## src/rtl/div_iter_unit.sv

```systemverilog
// div_iter_unit: iterative signed/unsigned divider for the execute stage.
// Produces {remainder, quotient} for DIV/DIVU with one quotient bit per cycle
// (restoring radix-2, MSB first), and raises the stall request consumed by the
// hazard unit while the operation is in flight.
//
// Ports:
//   clk          - system clock, rising edge
//   rst          - synchronous active-high reset (overrides flush and start)
//   start        - E-stage instruction is DIV/DIVU (level)
//   signed_div   - 1 = DIV, 0 = DIVU; sampled with start
//   opa, opb     - dividend / divisor; sampled with start
//   flush        - exception flush; aborts any operation
//   hold         - data-cache freeze; only extends the DONE state
//   div_stall    - stall request to the hazard unit
//   result_valid - result is final this cycle
//   result       - {remainder, quotient}, registered
module div_iter_unit #(
  parameter int unsigned WIDTH = 32  // must be >= 2
) (
  input  logic               clk,
  input  logic               rst,
  input  logic               start,
  input  logic               signed_div,
  input  logic [WIDTH-1:0]   opa,
  input  logic [WIDTH-1:0]   opb,
  input  logic               flush,
  input  logic               hold,
  output logic               div_stall,
  output logic               result_valid,
  output logic [2*WIDTH-1:0] result
);

  localparam int unsigned CntW = $clog2(WIDTH);
  localparam logic [CntW-1:0] LastCnt = CntW'(WIDTH - 1);
  localparam logic [CntW-1:0] CntOne = CntW'(1);
  localparam logic [WIDTH-1:0] One = WIDTH'(1);

  typedef enum logic [1:0] {StIdle, StBusy, StDone} state_e;

  state_e            state_q;
  logic [CntW-1:0]   cnt_q;
  logic [WIDTH-1:0]  rem_q;      // partial remainder
  logic [WIDTH-1:0]  quo_q;      // dividend shifting out, quotient shifting in
  logic [WIDTH-1:0]  dvsr_q;
  logic [WIDTH-1:0]  opa_raw_q;  // remainder for divide-by-zero
  logic              q_neg_q;
  logic              r_neg_q;
  logic              dbz_q;
  logic [2*WIDTH-1:0] result_q;

  // Operand capture: magnitudes only for signed divides. The most negative
  // value negates to itself, which yields the expected overflow result.
  logic             opa_neg, opb_neg;
  logic [WIDTH-1:0] opa_abs, opb_abs;

  assign opa_neg = signed_div & opa[WIDTH-1];
  assign opb_neg = signed_div & opb[WIDTH-1];
  assign opa_abs = opa_neg ? (~opa + One) : opa;
  assign opb_abs = opb_neg ? (~opb + One) : opb;

  // One restoring step on {rem, dividend}.
  logic [WIDTH:0]   shifted;
  logic [WIDTH+1:0] diff;
  logic             fits;
  logic [WIDTH-1:0] rem_next, quo_next, q_final, r_final;

  assign shifted  = {rem_q, quo_q[WIDTH-1]};
  assign diff     = {1'b0, shifted} - {2'b00, dvsr_q};
  assign fits     = ~diff[WIDTH+1];
  // When the subtraction succeeds the difference is below the divisor, so the
  // top bit is always zero; otherwise shifted is below the divisor.
  assign rem_next = fits ? diff[WIDTH-1:0] : shifted[WIDTH-1:0];
  assign quo_next = {quo_q[WIDTH-2:0], fits};

  assign q_final = dbz_q ? '1 : (q_neg_q ? (~quo_next + One) : quo_next);
  assign r_final = dbz_q ? opa_raw_q : (r_neg_q ? (~rem_next + One) : rem_next);

  always_ff @(posedge clk) begin
    if (rst) begin
      state_q   <= StIdle;
      cnt_q     <= '0;
      rem_q     <= '0;
      quo_q     <= '0;
      dvsr_q    <= '0;
      opa_raw_q <= '0;
      q_neg_q   <= 1'b0;
      r_neg_q   <= 1'b0;
      dbz_q     <= 1'b0;
      result_q  <= '0;
    end else if (flush) begin
      state_q <= StIdle;
    end else begin
      case (state_q)
        StIdle: begin
          if (start) begin
            rem_q     <= '0;
            quo_q     <= opa_abs;
            dvsr_q    <= opb_abs;
            opa_raw_q <= opa;
            q_neg_q   <= opa_neg ^ opb_neg;
            r_neg_q   <= opa_neg;
            dbz_q     <= (opb == '0);
            cnt_q     <= '0;
            state_q   <= StBusy;
          end
        end
        StBusy: begin
          rem_q <= rem_next;
          quo_q <= quo_next;
          cnt_q <= cnt_q + CntOne;
          if (cnt_q == LastCnt) begin
            result_q <= {r_final, q_final};
            state_q  <= StDone;
          end
        end
        StDone: begin
          // start is ignored here so the held instruction is not re-executed
          if (!hold) begin
            state_q <= StIdle;
          end
        end
        default: state_q <= StIdle;
      endcase
    end
  end

  // Stall must rise in the same cycle the DIV reaches E, hence combinational.
  always_comb begin
    div_stall    = 1'b0;
    result_valid = 1'b0;
    case (state_q)
      StIdle:  div_stall    = start & ~flush;
      StBusy:  div_stall    = ~flush;
      StDone:  result_valid = ~flush;
      default: ;
    endcase
  end

  assign result = result_q;

endmodule

```

## config.mk

```make
export PLATFORM = sky130hd
export DESIGN_NAME = div_iter_unit
export DESIGN_NICKNAME = d
export VERILOG_FILES = /design/src/rtl/div_iter_unit.sv
export SDC_FILE = /design/constraint.sdc
export NUM_CORES = 1
export LEC_CHECK = 0
export BUFFER_PORTS_ARGS = -buffer_cell sky130_fd_sc_hd__clkbuf_2
export CAP_MARGIN = 40
export CELL_PAD_IN_SITES_DETAIL_PLACEMENT = 1
export CELL_PAD_IN_SITES_GLOBAL_PLACEMENT = 2
export CORE_MARGIN = 2
export CORE_UTILIZATION = 30
export CTS_CLUSTER_SIZE = 24
export DETAILED_ROUTE_END_ITERATION = 7
export GPL_ROUTABILITY_DRIVEN = 0
export PLACE_DENSITY = 0.83
export SLEW_MARGIN = 20
export SYNTH_ARGS = -nofsm -noshare
export SYNTH_HDL_FRONTEND = slang
export SYNTH_SLANG_ARGS = --single-unit
```

## constraint.sdc

```tcl
create_clock -name clk -period 15.12 [get_ports clk]
set_input_delay 0.756 -clock clk [delete_from_list [all_inputs] [get_ports clk]]
set_output_delay 0.756 -clock clk [all_outputs]
set_load 0.01 [all_outputs]
```

==> report_table.html <==
<table>
<tr><th>Metric</th><th>Value</th></tr>
<tr><th colspan="2">Drt</th></tr>
<tr><td>Detailed-route vias per instance</td><td>5.54</td></tr>
<tr><td>Number of search-and-repair iterations in the first detailed-routing pass</td><td>5</td></tr>
<tr><td>Total Wirelength</td><td>49.7 mm</td></tr>
<tr><td>Post-DR wirelength/cell</td><td>20.4 um</td></tr>
<tr><td>Total via count in the routed design</td><td>13.5k</td></tr>
<tr><td>Post-detailed-route DRC marker count</td><td>0</td></tr>
<tr><td>Count of routing violations after the opening detailed-route iteration</td><td>850</td></tr>
<tr><td>Post-detailed-route count of antenna-violating nets</td><td>0</td></tr>
<tr><th colspan="2">Worst setup path</th></tr>
<tr><td>Data required time of the critical path</td><td>15.60 ns</td></tr>
<tr><td>Category of the critical setup timing path</td><td>reg -&gt; reg</td></tr>
<tr><td>Nature of the critical path startpoint</td><td>flip-flop</td></tr>
<tr><td>Top delay family on crit path</td><td>compound AO/OA/AOI/OAI gates</td></tr>
<tr><td>Longest individual stage delay on the worst path</td><td>0.49 ns</td></tr>
<tr><td>End of the worst register-to-register path</td><td>result[62]</td></tr>
<tr><td>Buffering stage count on the worst path with inverters included</td><td>0</td></tr>
<tr><td>Critical-path cell list</td><td>ha_1 &gt; a21oi_4 &gt; o21ai_2 &gt; a22o_4 &gt; o311ai_4 &gt; nand2_4 &gt; o21ai_0 &gt; ha_1 &gt; nand2_1 &gt; nor4_1 &gt; and4_1 &gt; o21ai_1 &gt; nand3b_1 &gt; o41ai_1 &gt; xnor2_1 &gt; a211oi_1</td></tr>
<tr><td>Worst reg2reg setup slack</td><td>9.85 ns</td></tr>
<tr><td>Register-to-Register Path Depth</td><td>16</td></tr>
<tr><td>Crit. End Element</td><td>flip-flop</td></tr>
<tr><td>Maximum fanout along the worst path</td><td>53</td></tr>
<tr><td>Most used cell, CP</td><td>ha_1</td></tr>
<tr><td>Standard cell with the maximum stage delay on the critical path</td><td>o21ai_0</td></tr>
<tr><td>Arrival @ worst endpoint</td><td>5.75 ns</td></tr>
<tr><td>Reg2Reg Launch Point</td><td>rem_q[5]</td></tr>
<tr><th colspan="2">Pwr</th></tr>
<tr><td>Power density normalized to cell area</td><td>97.4 nW/um^2</td></tr>
<tr><td>Maximum resistive drop on vdd</td><td>0.0938 mV</td></tr>
<tr><td>Post-route total power</td><td>1470 uW</td></tr>
<tr><td>Leakage component of the power</td><td>0.00578 uW</td></tr>
<tr><th colspan="2">STA</th></tr>
<tr><td>Setup skew after layout</td><td>0.0146 ns</td></tr>
<tr><td>Final worst setup slack</td><td>9.85 ns</td></tr>
<tr><td>Share of the cycle needed by the critical path after routing</td><td>0.349</td></tr>
<tr><td>Final hold violation count</td><td>0</td></tr>
<tr><td>Final count of negative-setup-slack endpoints</td><td>0</td></tr>
<tr><td>RSZ-0062 raised after global routing</td><td>false</td></tr>
<tr><td>Upper clock frequency limit</td><td>190 MHz</td></tr>
<tr><td>Setup_tns</td><td>0 ns</td></tr>
<tr><td>Relative slew margins</td><td>0.422</td></tr>
<tr><td>Pins Over Slew Limit</td><td>0</td></tr>
<tr><td>Clock period minus worst slack</td><td>5.27 ns</td></tr>
<tr><td>Slew at the pin closest to its max-slew limit</td><td>0.861 ns</td></tr>
<tr><th colspan="2">Place</th></tr>
<tr><td>Post-detailed-placement cell area</td><td>14300 sq um</td></tr>
<tr><td>HPWL after DPL</td><td>38.0 mm</td></tr>
<tr><td>Cell count after placement</td><td>2388</td></tr>
<tr><td>Port Buffer Count</td><td>135</td></tr>
<tr><td>Placement Setup Slack</td><td>9.96 ns</td></tr>
<tr><th colspan="2">Clocking</th></tr>
<tr><td>Number of buffers added to fix hold violations after cts</td><td>0</td></tr>
<tr><td>H-tree levels</td><td>1</td></tr>
<tr><td>Insertion delay of the later-clocked pin in the worst-skew pair</td><td>0.57 ns</td></tr>
<tr><td>Clock tree buffer depth</td><td>3</td></tr>
<tr><td>Clock tree sinks</td><td>202</td></tr>
<tr><td>Number of setup buffers added after CTS</td><td>0</td></tr>
<tr><td>PostCTS Resize Cnt</td><td>0</td></tr>
<tr><td>TritonCTS Buffers</td><td>25</td></tr>
<tr><td>Root Buffer</td><td>clkbuf_16</td></tr>
<tr><td>TritonCTS clock tree</td><td>yes</td></tr>
<tr><td>Worst-path clk slew</td><td>0.06 ns</td></tr>
<tr><th colspan="2">Floorplanning</th></tr>
<tr><td>Floorplan row count</td><td>76</td></tr>
<tr><td>Overall die area</td><td>45500 sq um</td></tr>
<tr><td>Boundary pin count</td><td>136</td></tr>
<tr><td>Total core area</td><td>43200 sq um</td></tr>
<tr><td>Chip height</td><td>213 um</td></tr>
<tr><td>Horizontal die dimension</td><td>213 um</td></tr>
<tr><td>Initial standard-cell utilization of the core</td><td>0.304</td></tr>
<tr><th colspan="2">Global route</th></tr>
<tr><td>First-pass GRT wire length</td><td>78.1 mm</td></tr>
<tr><td>Global-route congestion overflow total</td><td>0</td></tr>
<tr><td>Vias in the first global route</td><td>13.6k</td></tr>
<tr><td>Largest net degree at the start of global routing</td><td>103</td></tr>
<tr><td>Overall track demand over capacity in global routing</td><td>0.218</td></tr>
<tr><td>Initial antenna violation count</td><td>1</td></tr>
<tr><th colspan="2">Layout</th></tr>
<tr><td>Area delta synth-&gt;final</td><td>14.8%</td></tr>
<tr><td>Final instance area</td><td>15100 sq um</td></tr>
<tr><td>Leading cell type in the layout, fill and taps excluded</td><td>nor2_1</td></tr>
<tr><td>Number of antenna diodes</td><td>0</td></tr>
<tr><td>Layout cells sized above 1</td><td>0.128</td></tr>
<tr><td>Final-stage net count</td><td>1941</td></tr>
<tr><td>Commonest cells after routing, fill and taps aside</td><td>nor2_1 (258), nand2_1 (205), dfxtp_1 (202)</td></tr>
<tr><td>Non-filler instance count after layout</td><td>2432</td></tr>
<tr><th colspan="2">Synth</th></tr>
<tr><td>Post-synthesis cell count</td><td>1774</td></tr>
<tr><td>Unique masters post-synth</td><td>80</td></tr>
<tr><td>Asr flop ratio synth</td><td>0</td></tr>
<tr><td>Mean cell area of the mapped netlist</td><td>7.41 sq um</td></tr>
<tr><td>Synth Net Count</td><td>1883</td></tr>
<tr><td>Flip-flop and latch count after synthesis</td><td>202</td></tr>
<tr><td>Seq/Total Area, Yosys</td><td>0.308</td></tr>
<tr><td>Warning count from the yosys run</td><td>0</td></tr>
<tr><td>Count of flip-flops with a built-in enable after synthesis</td><td>0</td></tr>
<tr><td>Total standard cell area after synthesis</td><td>13100 sq um</td></tr>
<tr><td>Top_reg_cell synth</td><td>dfxtp_1</td></tr>
<tr><th colspan="2">Outcome</th></tr>
<tr><td>Result of the run</td><td>finished clean</td></tr>
<tr><th colspan="2">Worst hold path</th></tr>
<tr><td>Sink of the worst hold path</td><td>dvsr_q[17]</td></tr>
<tr><td>Worst hold stages</td><td>2</td></tr>
<tr><td>Class of the worst hold path</td><td>reg -&gt; reg</td></tr>
<tr><td>Launch instance of the worst min-delay path</td><td>dvsr_q[17]</td></tr>
<tr><th colspan="2">Job</th></tr>
<tr><td>Reported max-cap violation count</td><td>0</td></tr>
</table>
sequential cells by signal (all words and copies together) (netlist names):
register   flops
q_neg_q        1
dvsr_q        32
opa_raw_q     32
result        64
r_neg_q        1
quo_q         32
rem_q         32
state_q        2
cnt_q          5
dbz_q          1
cell usage after synthesis, types with 4 or more instances:
library cell  number  area (sq um)
or3_1             28           175
inv_1             47           176
o21ai_0           90           450
a21oi_1          160           801
clkbuf_1         112           420
nand2b_1           9          56.3
buf_1              4          15.0
or2_2              7          43.8
nor2_1           260           976
a22oi_1           20           150
mux2i_1           11           110
o211ai_1          14           105
nor3_1            32           160
nand2_1          205           769
o21a_1            13          97.6
o211a_1            4          40.0
or4_1             13          97.6
nand3b_1           4          30.0
nor3b_1            4          30.0
and4_1             6          52.6
o22ai_1           14          87.6
dfxtp_1          202          4040
and2_1            10          62.6
a21o_1            12          90.1
a211o_1            4          35.0
xor2_1            68           596
o21ai_1            4          20.0
nand4_1           10          62.6
buf_2              4          20.0
a311oi_1          20           175
ha_1              38           475
xnor2_1           55           482
a21oi_2            5          43.8
nor4_1            20           125
a211oi_1          86           646
nor2b_1           12          75.1
o31ai_1           27           203
nand3_1           25           125
and3_1            14          87.6
a31oi_1           20           125
o311ai_0           5          43.8
o41ai_1           16           140
how the worst max path moves through the flow:
stage	slack (ns)	startpoint	depth (start not counted)	endpoint
2_1_floorplan	10.15	rem_q[5]	20	result[28]
3_3_place_gp	10.10	rem_q[5]	15	result[28]
3_5_place_dp	9.96	rem_q[5]	16	result[62]
4_1_cts	9.91	rem_q[5]	15	result[28]
5_1_grt	9.34	rem_q[19]	16	result[62]
6_report	9.85	rem_q[5]	16	result[62]
layout make-up:
cell class | count | area, sq um
Timing Repair Buffer | 157 | 907
Multi-Input combinational cell | 1399 | 8430
Tap cell | 585 | 732
Clock inverter | 12 | 128
Inverter | 47 | 176
Sequential cell | 202 | 4040
Clock buffer | 30 | 664
Fill cell | 5406 | 28100
metal layers:
metal,vias up,global-route usage,wire length [um],share of wire
met5,-,0,0,0
met4,0,0.0551,1080,0.022
met3,60,0.0262,1900,0.038
met2,251,0.353,22500,0.45
met1,6659,0.305,24300,0.49
li1,6501,-,-,-
kinds of logic after synthesis:
logic type / Yosys count / share of synthesized area
flip-flops: 202 / 0.308
AO/OA/AOI/OAI: 549 / 0.276
AND/OR/NAND/NOR: 675 / 0.235
multiplexers: 13 / 0.0101
buffers and inverters: 173 / 0.0524
adder cells (fa/ha/maj): 39 / 0.0377
XOR/XNOR: 123 / 0.0820
power by group:
group	total (uW)	leakage [uW]	switching, uW	internal [uW]
Combinational	297	0.00374	196	101
Clock	606	0.000395	259	346
Sequential	566	0.00164	16.7	549
tightest hold or removal path, delay by kind of cell (launching register included):
kind / cells / cell delay (ns)
AO/OA/AOI/OAI: 1 / 0.05
flip-flops: 1 / 0.31
AND/OR/NAND/NOR: 1 / 0.05
metrics by stage:
| step | hold WS [ns] | util |
|---|---|---|
| after floorplan | 0.429 | - |
| after global routing | 0.472 | 0.349 |
| after global placement | 0.442 | 0.328 |
| final | 0.449 | 0.349 |
| after CTS | 0.452 | 0.349 |
| after detailed placement | 0.444 | 0.331 |
(Power assumes the default switching activity.)
